### src/rtl/pipe_hazard_unit.sv
// Pipeline hazard controller: scoreboard of in-flight writes, operand forwarding
// selects, load-use / interlock stall, decode bubble and branch flush.
module pipe_hazard_unit #(
    parameter int unsigned ADDR_W     = 4,
    parameter int unsigned STAGES     = 2,
    parameter int unsigned NOFWD_ADDR = 15,
    parameter int unsigned SEL_W      = $clog2(STAGES + 1)
) (
    input  logic              clk,
    input  logic              reset,
    input  logic              hz_en,
    input  logic              id_valid,
    input  logic              id_rd_en0,
    input  logic              id_rd_en1,
    input  logic [ADDR_W-1:0] id_rd_addr0,
    input  logic [ADDR_W-1:0] id_rd_addr1,
    input  logic              id_wr_en,
    input  logic [ADDR_W-1:0] id_wr_addr,
    input  logic              id_is_load,
    input  logic              br_taken,
    output logic              stall,
    output logic              bubble,
    output logic              flush,
    output logic [SEL_W-1:0]  fwd_sel0,
    output logic [SEL_W-1:0]  fwd_sel1,
    output logic [15:0]       stall_count
);

    localparam logic [ADDR_W-1:0] NOFWD = ADDR_W'(NOFWD_ADDR);

    typedef struct packed {
        logic              v;
        logic [ADDR_W-1:0] addr;
        logic              ld;
    } sb_entry_t;

    sb_entry_t        sb [1:STAGES];
    logic [STAGES:1]  hit0;
    logic [STAGES:1]  hit1;
    logic [SEL_W-1:0] young0;
    logic [SEL_W-1:0] young1;
    logic             stall_i;

    // Per-entry address match; scanning oldest to youngest leaves the youngest hit.
    always_comb begin
        hit0   = '0;
        hit1   = '0;
        young0 = '0;
        young1 = '0;
        for (int k = int'(STAGES); k >= 1; k--) begin
            hit0[k] = id_valid & id_rd_en0 & sb[k].v & (sb[k].addr == id_rd_addr0)
                      & (id_rd_addr0 != NOFWD);
            hit1[k] = id_valid & id_rd_en1 & sb[k].v & (sb[k].addr == id_rd_addr1)
                      & (id_rd_addr1 != NOFWD);
            if (hit0[k]) young0 = SEL_W'(k);
            if (hit1[k]) young1 = SEL_W'(k);
        end
    end

    // Forwarding only blocks on a load still in execute; interlock blocks on any writer.
    always_comb begin
        stall_i = 1'b0;
        if (hz_en) stall_i = sb[1].ld & (hit0[1] | hit1[1]);
        else       stall_i = (|hit0) | (|hit1);
    end

    assign stall    = stall_i;
    assign bubble   = stall_i;
    assign flush    = br_taken & id_valid & ~stall_i;
    assign fwd_sel0 = (hz_en & ~stall_i) ? young0 : '0;
    assign fwd_sel1 = (hz_en & ~stall_i) ? young1 : '0;

    // Scoreboard shift; a stalled decode enters as a bubble.
    always_ff @(posedge clk or negedge reset) begin
        if (!reset) begin
            for (int k = 1; k <= int'(STAGES); k++) sb[k] <= '0;
            stall_count <= '0;
        end else begin
            for (int k = int'(STAGES); k >= 2; k--) sb[k] <= sb[k-1];
            sb[1] <= '{v: id_valid & id_wr_en & ~stall_i, addr: id_wr_addr, ld: id_is_load};
            if (stall_i && stall_count != 16'hFFFF) stall_count <= stall_count + 16'd1;
        end
    end

endmodule

### config.mk
export PLATFORM = sky130hd
export DESIGN_NAME = pipe_hazard_unit
export DESIGN_NICKNAME = d
export VERILOG_FILES = /design/src/rtl/pipe_hazard_unit.sv
export SDC_FILE = /design/constraint.sdc
export NUM_CORES = 1
export LEC_CHECK = 0
export CORE_MARGIN = 2
export CORE_UTILIZATION = 45
export CTS_BUF_LIST = sky130_fd_sc_hd__clkbuf_8
export DETAILED_ROUTE_END_ITERATION = 8
export MAX_ROUTING_LAYER = met4
export PLACE_DENSITY = 0.82
export SLEW_MARGIN = 20
export SYNTH_ARGS = -nofsm -noshare
export SYNTH_HDL_FRONTEND = slang
export SYNTH_SLANG_ARGS = --single-unit
### constraint.sdc
create_clock -name clk -period 3.99 [get_ports clk]
set_input_delay 0.5985 -clock clk [delete_from_list [all_inputs] [get_ports clk]]
set_output_delay 0.5985 -clock clk [all_outputs]
set_load 0.005 [all_outputs]
==> results of run 1 <==
[kinds of logic after synthesis]
| kind of cell | synth area share, % |
|---|---|
| DFF | 49.2 |
| AOI/OAI and AO/OA | 5.28 |
| adders and majority gates | 0.911 |
| buffers and inverters | 2.73 |
| xor gates and xnor gates | 19.1 |
| and+or+nand+nor | 21.1 |
| muxes | 1.64 |
[state kept, by name, summed over array words and instances, names as in the netlist]
signal,cells
stall_count,16
sb,11
[where the power goes]
group	total [mW]	internal [mW]	switching, mW
clock	0.144	0.0686	0.0755
sequential	0.303	0.288	0.0151
combinational	0.0865	0.0535	0.0329
[placed cells by master, fill, tap and decap left out, drive strengths merged]
master	count
a2111oi	2
a21boi	1
a41oi	1
and2	1
and3	4
and4	1
buf	1
clkbuf	3
clkdlybuf4s50	43
dfrtp	27
ha	1
inv	6
mux2	2
nand2	11
nand2b	2
nand3	4
nand3b	1
nand4	4
nor2	7
nor3	6
nor3b	1
nor4	2
nor4b	1
o211ai	1
o21ai	1
or3	3
or4	2
xnor2	17
xor2	13
[worst max-delay path, stage by stage]
cell and delay [ns]:
clkdlybuf4s50_1 0.53, xnor2_1 0.14, nand2_1 0.09, or4_4 0.58
a21boi_2 0.22, nor2_1 0.11, and3_1 0.20, clkdlybuf4s50_1 0.44
[final cells by class]
type / instances / area (um2)
clock inverters: 1 / 3.75
fillers: 263 / 1100
multi-input cells: 89 / 661
clock buffers: 3 / 41.3
inverters: 5 / 18.8
flip-flops and latches: 27 / 676
well taps: 33 / 41.3
repair buffers: 44 / 438
[cells in the mapped netlist (2+ instances only)]
cell type	count
nor4_1	2
nor2_1	7
nand3_1	4
or3_1	3
nor3_1	4
nand2b_1	2
inv_1	5
a2111oi_0	2
xor2_1	13
nand2_1	11
xnor2_1	17
and3_1	4
nor3_2	2
nand4_1	4
mux2_2	2
dfrtp_1	27
[per-stage QoR]
step	hold slack, ns	power [mW]	worst slack, ns	utilization (%)
after global routing	0.394	0.561	0.327	63.1
after floorplan	0.303	0.338	1.55	-
after global placement	0.357	0.390	0.529	61.6
final	0.375	0.534	0.472	63.1
after detailed placement	0.356	0.395	0.474	61.6
after CTS	0.377	0.542	0.465	63.1
[final timing paths]
kind	from	end	depth (start not counted)
min in group asynchronous	reset	stall_count[7]	2
max in group asynchronous	reset	sb[4]	2
max reg2reg	stall_count[0]	stall_count[1]	6
min reg2reg	sb[11]	sb[5]	0
min	sb[11]	sb[5]	0
max	id_rd_addr0[1]	flush	8
[per-layer routing]
| layer | track usage, % | part of all wire [%] |
|---|---|---|
| met5 | - | 0 |
| met4 | 7.47 | 1.9 |
| met3 | 3.06 | 5.6 |
| met2 | 29.8 | 48 |
| met1 | 25.0 | 45 |
==> results.json, run 1 <==
{
  "place_area_mm2": 0.00183,
  "syn-cell-area_mm2": 0.00137,
  "numCtsBuffers": 3,
  "yosysWarnings": 0,
  "syn_avg_cell_area_um2": 11.2,
  "final_area_mm2": 0.00188,
  "finalSetupViolCount": 0,
  "hpwl_mm": 2.21,
  "die-area_mm2": 0.00351,
  "synthToLayoutAreaGrowth_pct": 36.8,
  "hp-class": "reg2reg",
  "drt_wl_total_mm": 2.88,
  "min_period_over_period_pct": 88.2,
  "finalHoldViolCount": 0,
  "overflow": 0,
  "drt_iter0_drc": 60,
  "layout.nets": 192,
  "grt_pass1_wl_mm": 4.95,
  "antenna_found_initial": 0,
  "post_cts_buffers": 0,
  "maxCapViolCount": 0,
  "n_antenna_cell": 0,
  "synth_top_area_share_pct": 49.2,
  "grt_setup_unrepaired": "false",
  "cts_buffer_depth": 2,
  "cp.arrival_ns": 2.92,
  "gp_congestion": 0.936,
  "track_usage_pct": 19.1,
  "dr.pass1.iters": 4,
  "syn_inst": 123,
  "cts_sinks": 27,
  "ant_nets": 0,
  "rrSetupSlack_ns": 1.58,
  "ys_types": 30,
  "rows": 20,
  "ys_seq_area_share_pct": 49.2,
  "max_slew_margin_pct": 63.2,
  "hold_buffers": 0,
  "leakage_nw": 0.779,
  "synth.net_count": 145,
  "cts_resized": 0,
  "clk_pin_slew_worst_paths_ns": 0.09,
  "tns_ns": 0,
  "cts_tree": "built",
  "setup.worst_path.class": "in2out",
  "viasPerCell": 5.29,
  "clockRootBuffer": "clkbuf_8",
  "synth_edf_count": 0,
  "placed_cells": 198,
  "worst_clock_skew_ns": 0.00539,
  "final_layout_size_suffix_gt1_share_pct": 8.28,
  "die_h_um": 59.3,
  "core_area_mm2": 0.00298,
  "drv_slew": 0,
  "clock_latency_ns": 0.26,
  "drc": 0,
  "h-tree-depth": 1,
  "start_util_pct": 46.1,
  "tightest_slew_ns": 0.553,
  "grt_max_degree": 28,
  "critPathCaptureType": "output pin",
  "status": "complete, no violations",
  "ioPinCount": 44,
  "ys.flop_type": "dfrtp_1",
  "wire_per_inst_um": 14.3,
  "synth.area.top_cells": "dfrtp_1, xnor2_1, xor2_1, nand2_1, a41oi_4",
  "place.port_buffers": 43,
  "clock.fmax_mhz": 284,
  "yosys_register_bits": 27,
  "worstPathRequired_ns": 3.39,
  "critPathMaxFanout": 4,
  "grt_pass1_vias": 1130,
  "async_flop_share_pct": 100,
  "max-vdd-ir-drop_uv": 263,
  "fin_cells": 202,
  "die-width_um": 59.3,
  "critPathLaunchType": "input pin",
  "dr_total_vias": 1069,
  "power_density_mw_per_mm2": 284,
  "period_minus_slack_ns": 3.52,
  "yosysTopAreaCell": "dfrtp_1"
}
Note: power is estimated with default switching activity, not from simulation.
==> run 2, diff against run 1 <==
- CAP_MARGIN: default -> 10
- DONT_BUFFER_PORTS: default -> 1
- PLACE_DENSITY: 0.82 -> 0.64
==> results.json, run 2 (synthesis results as in run 1) <==
{
  "place_ws_ns": 1.43,
  "dr_total_vias": 900,
  "drt_iter0_drc": 21,
  "clock_latency_ns": 0.26,
  "h-tree-depth": 1,
  "hp-class": "in2async",
  "cp.arrival_ns": 2.11,
  "critPathLaunchType": "flop",
  "cts_sinks": 27,
  "worst_clock_skew_ns": 0.00275,
  "maxCapViolCount": 0,
  "crit_path_top_delay_cell": "or4_4",
  "viasPerCell": 5.66,
  "dr.pass1.iters": 4,
  "p_sw_share_pct": 23.0,
  "period_minus_slack_ns": 2.71,
  "switchingPower_mw": 0.114,
  "cts_tree": "built",
  "antenna_found_initial": 0,
  "finalHoldViolCount": 0,
  "drc": 0,
  "core_area_mm2": 0.00298,
  "largest_reg_flops": 16,
  "status": "complete, no violations",
  "grt_pass1_vias": 961,
  "max_slew_margin_pct": 59.9,
  "cts_buffer_depth": 2,
  "grt_pass1_wl_mm": 4.36,
  "final_cell_mix": "dfrtp_1, xnor2_1, xor2_1",
  "clk_pin_slew_worst_paths_ns": 0.08,
  "tns_ns": 0,
  "top_usage_layer": "met2",
  "final_layout_size_suffix_gt1_share_pct": 11.1,
  "rows": 20,
  "largest-register": "stall_count",
  "ioPinCount": 44,
  "final_util_pct": 49.1,
  "min_period_over_period_pct": 67.9,
  "wire_per_inst_um": 17.3,
  "place.port_buffers": 0,
  "met1_usage_pct": 21.3,
  "gp_congestion": 0.929,
  "p_int_mw": 0.380,
  "die-area_mm2": 0.00351,
  "clockRootBuffer": "clkbuf_8",
  "drv_slew": 0,
  "critPathMaxFanout": 4,
  "overflow": 0,
  "grt_max_degree": 28,
  "layout.nets": 149,
  "fin_ws_ns": 1.28,
  "leakage_nw": 0.624,
  "ant_nets": 0,
  "final_area_mm2": 0.00146,
  "grt_setup_unrepaired": "false",
  "p_clk_share_pct": 29.5,
  "die-width_um": 59.3,
  "setup.worst_path.class": "reg2out",
  "hpwl_mm": 2.18,
  "use_met3_pct": 4.80,
  "cpPeakStageDelay_ns": 0.58,
  "synthToLayoutAreaGrowth_pct": 6.38,
  "cp_cell_sequence": "xnor2_1 -> nand2_1 -> or4_4 -> a21boi_2 -> nor2_1 -> and3_1",
  "reg_top3": "stall_count (16), sb (11)",
  "critPathCaptureType": "output pin",
  "place_area_mm2": 0.00140,
  "clock.fmax_mhz": 369,
  "die_h_um": 59.3,
  "power_density_mw_per_mm2": 337,
  "drt_wl_total_mm": 2.74,
  "grt_util_met2_pct": 27.5,
  "pwr-share-seq_pct": 61.8,
  "start_util_pct": 46.1,
  "crit_buf_inv": 0,
  "final_common_cell": "dfrtp_1",
  "critical-path-top-delay-family": "simple AND/OR/NAND/NOR gates",
  "comb_power_share_pct": 8.7,
  "tightest_slew_ns": 0.586,
  "n_antenna_cell": 0,
  "worstPathRequired_ns": 3.39,
  "numCtsBuffers": 3,
  "finalSetupViolCount": 0,
  "max-vdd-ir-drop_uv": 157,
  "track_usage_pct": 17.5
}
run 2: cell count changes in the layout (fill, tap and decap cells not counted), sizes merged:
cell	before	now
clkdlybuf4s50	43	0
run 2: path summary, 6_finish.rpt:
check / from / to / slack [ns] / cells after the start
min in group clk: id_wr_addr[1] / sb[8] / 0.35 / 0
min reg2reg: sb[11] / sb[5] / 0.39 / 0
max reg2reg: stall_count[0] / stall_count[1] / 1.49 / 6
max: sb[9] / flush / 1.28 / 6
min: reset / sb[4] / 0.14 / 1
max in group asynchronous: reset / stall_count[4] / 3.70 / 1
run 2: power by group through the flow:
stage                     Sequential (mW)  Combinational (mW)  Clock, mW
after floorplan                     0.307              0.0310          0
after CTS                           0.305              0.0367      0.152
after detailed placement            0.311              0.0365          0
after global placement              0.309              0.0334          0
final                               0.305              0.0429      0.145
after global routing                0.307              0.0504      0.169
run 2: stage by stage:
stage	hold WS [ns]	instances	total power, mW
3_3_place_gp	0.303	154	0.343
5_1_grt	0.124	159	0.526
2_1_floorplan	0.303	123	0.338
6_report	0.144	159	0.493
4_1_cts	0.00822	158	0.494
3_5_place_dp	0.303	154	0.347
run 2: worst reg2reg max path: cells and delay by family (launching register included):
kind	cells	cell delay, ns
compound gates	1	0.27
flops	1	0.43
simple gates	3	1.11
mux	1	0.40
fa+ha+maj	1	0.20
run 2: area by class of cell:
| cell class | count | area (um2) |
|---|---|---|
| Fill cell | 262 | 1520 |
| Clock inverter | 1 | 3.75 |
| Tap cell | 33 | 41.3 |
| Clock buffer | 3 | 41.3 |
| Inverter | 5 | 18.8 |
| Timing Repair Buffer | 1 | 20.0 |
| Multi-Input combinational cell | 89 | 661 |
| Sequential cell | 27 | 676 |
run 2: routing by layer:
| metal | vias to the layer above | share of wire (%) |
|---|---|---|
| met2 | 25 | 51 |
| met4 | 0 | 0.62 |
| met1 | 444 | 41 |
| met3 | 2 | 7.0 |
| met5 | - | 0 |
| li1 | 429 | - |
run 2: repair_timing:
action / CTS / global route
buffers inserted: 0 / 0
hold buffers: 0 / 1
endpoints found under the setup margin: 0 / 0
hold endpoints to repair: 0 / 27
resized for setup: 0 / 0
==> run 3, diff against run 2 <==
- clock period: 3.99 -> 2.66 ns (I/O delays scaled with it)
==> results.json, run 3 (synthesis results as in run 1) <==
{
  "drv_slew": 0,
  "die-width_um": 59.3,
  "tns_ns": 0,
  "ioPinCount": 44,
  "power.total_mw": 0.743,
  "wire_per_inst_um": 16.6,
  "final_layout_size_suffix_gt1_share_pct": 11.0,
  "cts_resized": 0,
  "ant_nets": 0,
  "start_util_pct": 46.1,
  "critPathMaxFanout": 4,
  "max_slew_margin_pct": 61.3,
  "clock_latency_ns": 0.26,
  "cp.arrival_ns": 2.11,
  "finalSetupViolCount": 0,
  "finalHoldViolCount": 0,
  "drt_wl_total_mm": 2.66,
  "tightest_slew_ns": 0.567,
  "period_minus_slack_ns": 2.51,
  "power_density_mw_per_mm2": 505,
  "grt_max_degree": 28,
  "cts_buffer_depth": 2,
  "layout.nets": 150,
  "drt_iter0_drc": 25,
  "grt_pass1_wl_mm": 4.24,
  "post_cts_buffers": 0,
  "status": "complete, no violations",
  "max-vdd-ir-drop_uv": 227,
  "worst_clock_skew_ns": 0.00294,
  "n_antenna_cell": 0,
  "dr_total_vias": 904,
  "die-area_mm2": 0.00351,
  "critPathCaptureType": "output pin",
  "grt_pass1_vias": 895,
  "drc": 0,
  "dr.pass1.iters": 4,
  "cts_tree": "built",
  "numCtsBuffers": 3,
  "gp_congestion": 0.832,
  "grt_setup_unrepaired": "false",
  "largest_reg_flops": 16,
  "clock.fmax_mhz": 399,
  "overflow": 0,
  "final_cell_mix": "dfrtp_1, xnor2_1, xor2_1",
  "hp-class": "in2reg",
  "worstPathRequired_ns": 2.26,
  "rows": 20,
  "reg_top3": "stall_count (16), sb (11)",
  "track_usage_pct": 16.6,
  "whs_ns": 0.154,
  "wl_met3_um": 187,
  "die_h_um": 59.3,
  "fill_cells": 273,
  "clk_pin_slew_worst_paths_ns": 0.09,
  "synthToLayoutAreaGrowth_pct": 7.10,
  "wl_met2_mm": 1.31,
  "largest-register": "stall_count",
  "top_layer_used": "met4",
  "core_area_mm2": 0.00298,
  "min_period_over_period_pct": 94.2,
  "clockRootBuffer": "clkbuf_8",
  "viasPerCell": 5.65,
  "setup.worst_path.class": "reg2out",
  "wl_met1_mm": 1.13,
  "hpwl_mm": 2.09,
  "h-tree-depth": 1,
  "antenna_found_initial": 0,
  "cts_sinks": 27,
  "hold_buffers": 2,
  "critPathLaunchType": "flop",
  "final_area_mm2": 0.00147,
  "leakage_nw": 0.628,
  "place_area_mm2": 0.00140,
  "final_common_cell": "dfrtp_1",
  "maxCapViolCount": 0,
  "place.port_buffers": 0
}
run 3: cell count changes in the layout (fill, tap and decap cells not counted):
cell           previous run  this run
dlygate4sd3_1             0         1
run 3: power breakdown:
part	switching, mW	internal (mW)	leakage, nW
Clock	0.117	0.103	0.0269
Combinational	0.0302	0.0348	0.260
Sequential	0.0262	0.432	0.342
run 3: layout make-up:
class	instances	area [um2]	share of cell area, %
sequential	27	676	45.9
inverter	5	18.8	1.28
clock buffer	3	41.3	2.81
timing repair buffer	2	30.0	2.04
multi-input combinational	89	661	44.9
clock inverter	1	3.75	0.255
tap	33	41.3	2.81
run 3: final timing paths:
kind	start	end	slack [ns]	depth (start not counted)
max	sb[9]	flush	0.15	6
min	id_is_load	sb[6]	0.15	0
max reg2reg	stall_count[0]	stall_count[1]	0.24	6
min reg2reg	sb[11]	sb[5]	0.39	0
max in group asynchronous	reset	sb[9]	1.95	2
min in group asynchronous	reset	stall_count[8]	0.56	2
run 3: per-layer routing:
metal	GRT usage (%)	vias to the layer above
li1	-	428
met1	21.0	446
met2	26.2	26
met3	3.93	4
met4	5.84	0
met5	-	-
run 3: metrics by stage:
stage | utilization, % | cells | setup WS [ns]
after floorplan | - | 123 | 0.435
after global placement | 46.9 | 154 | 0.336
after detailed placement | 46.9 | 154 | 0.250
after CTS | 49.4 | 160 | 0.138
after global routing | 49.4 | 160 | 0.0583
final | 49.4 | 160 | 0.155
run 3: critical path: stages (launching register included):
cell and delay, ns:
dfrtp_1 0.42, xnor2_1 0.17, nand2_1 0.09, or4_4 0.58
a21boi_2 0.25, nor2_1 0.12, and3_1 0.22
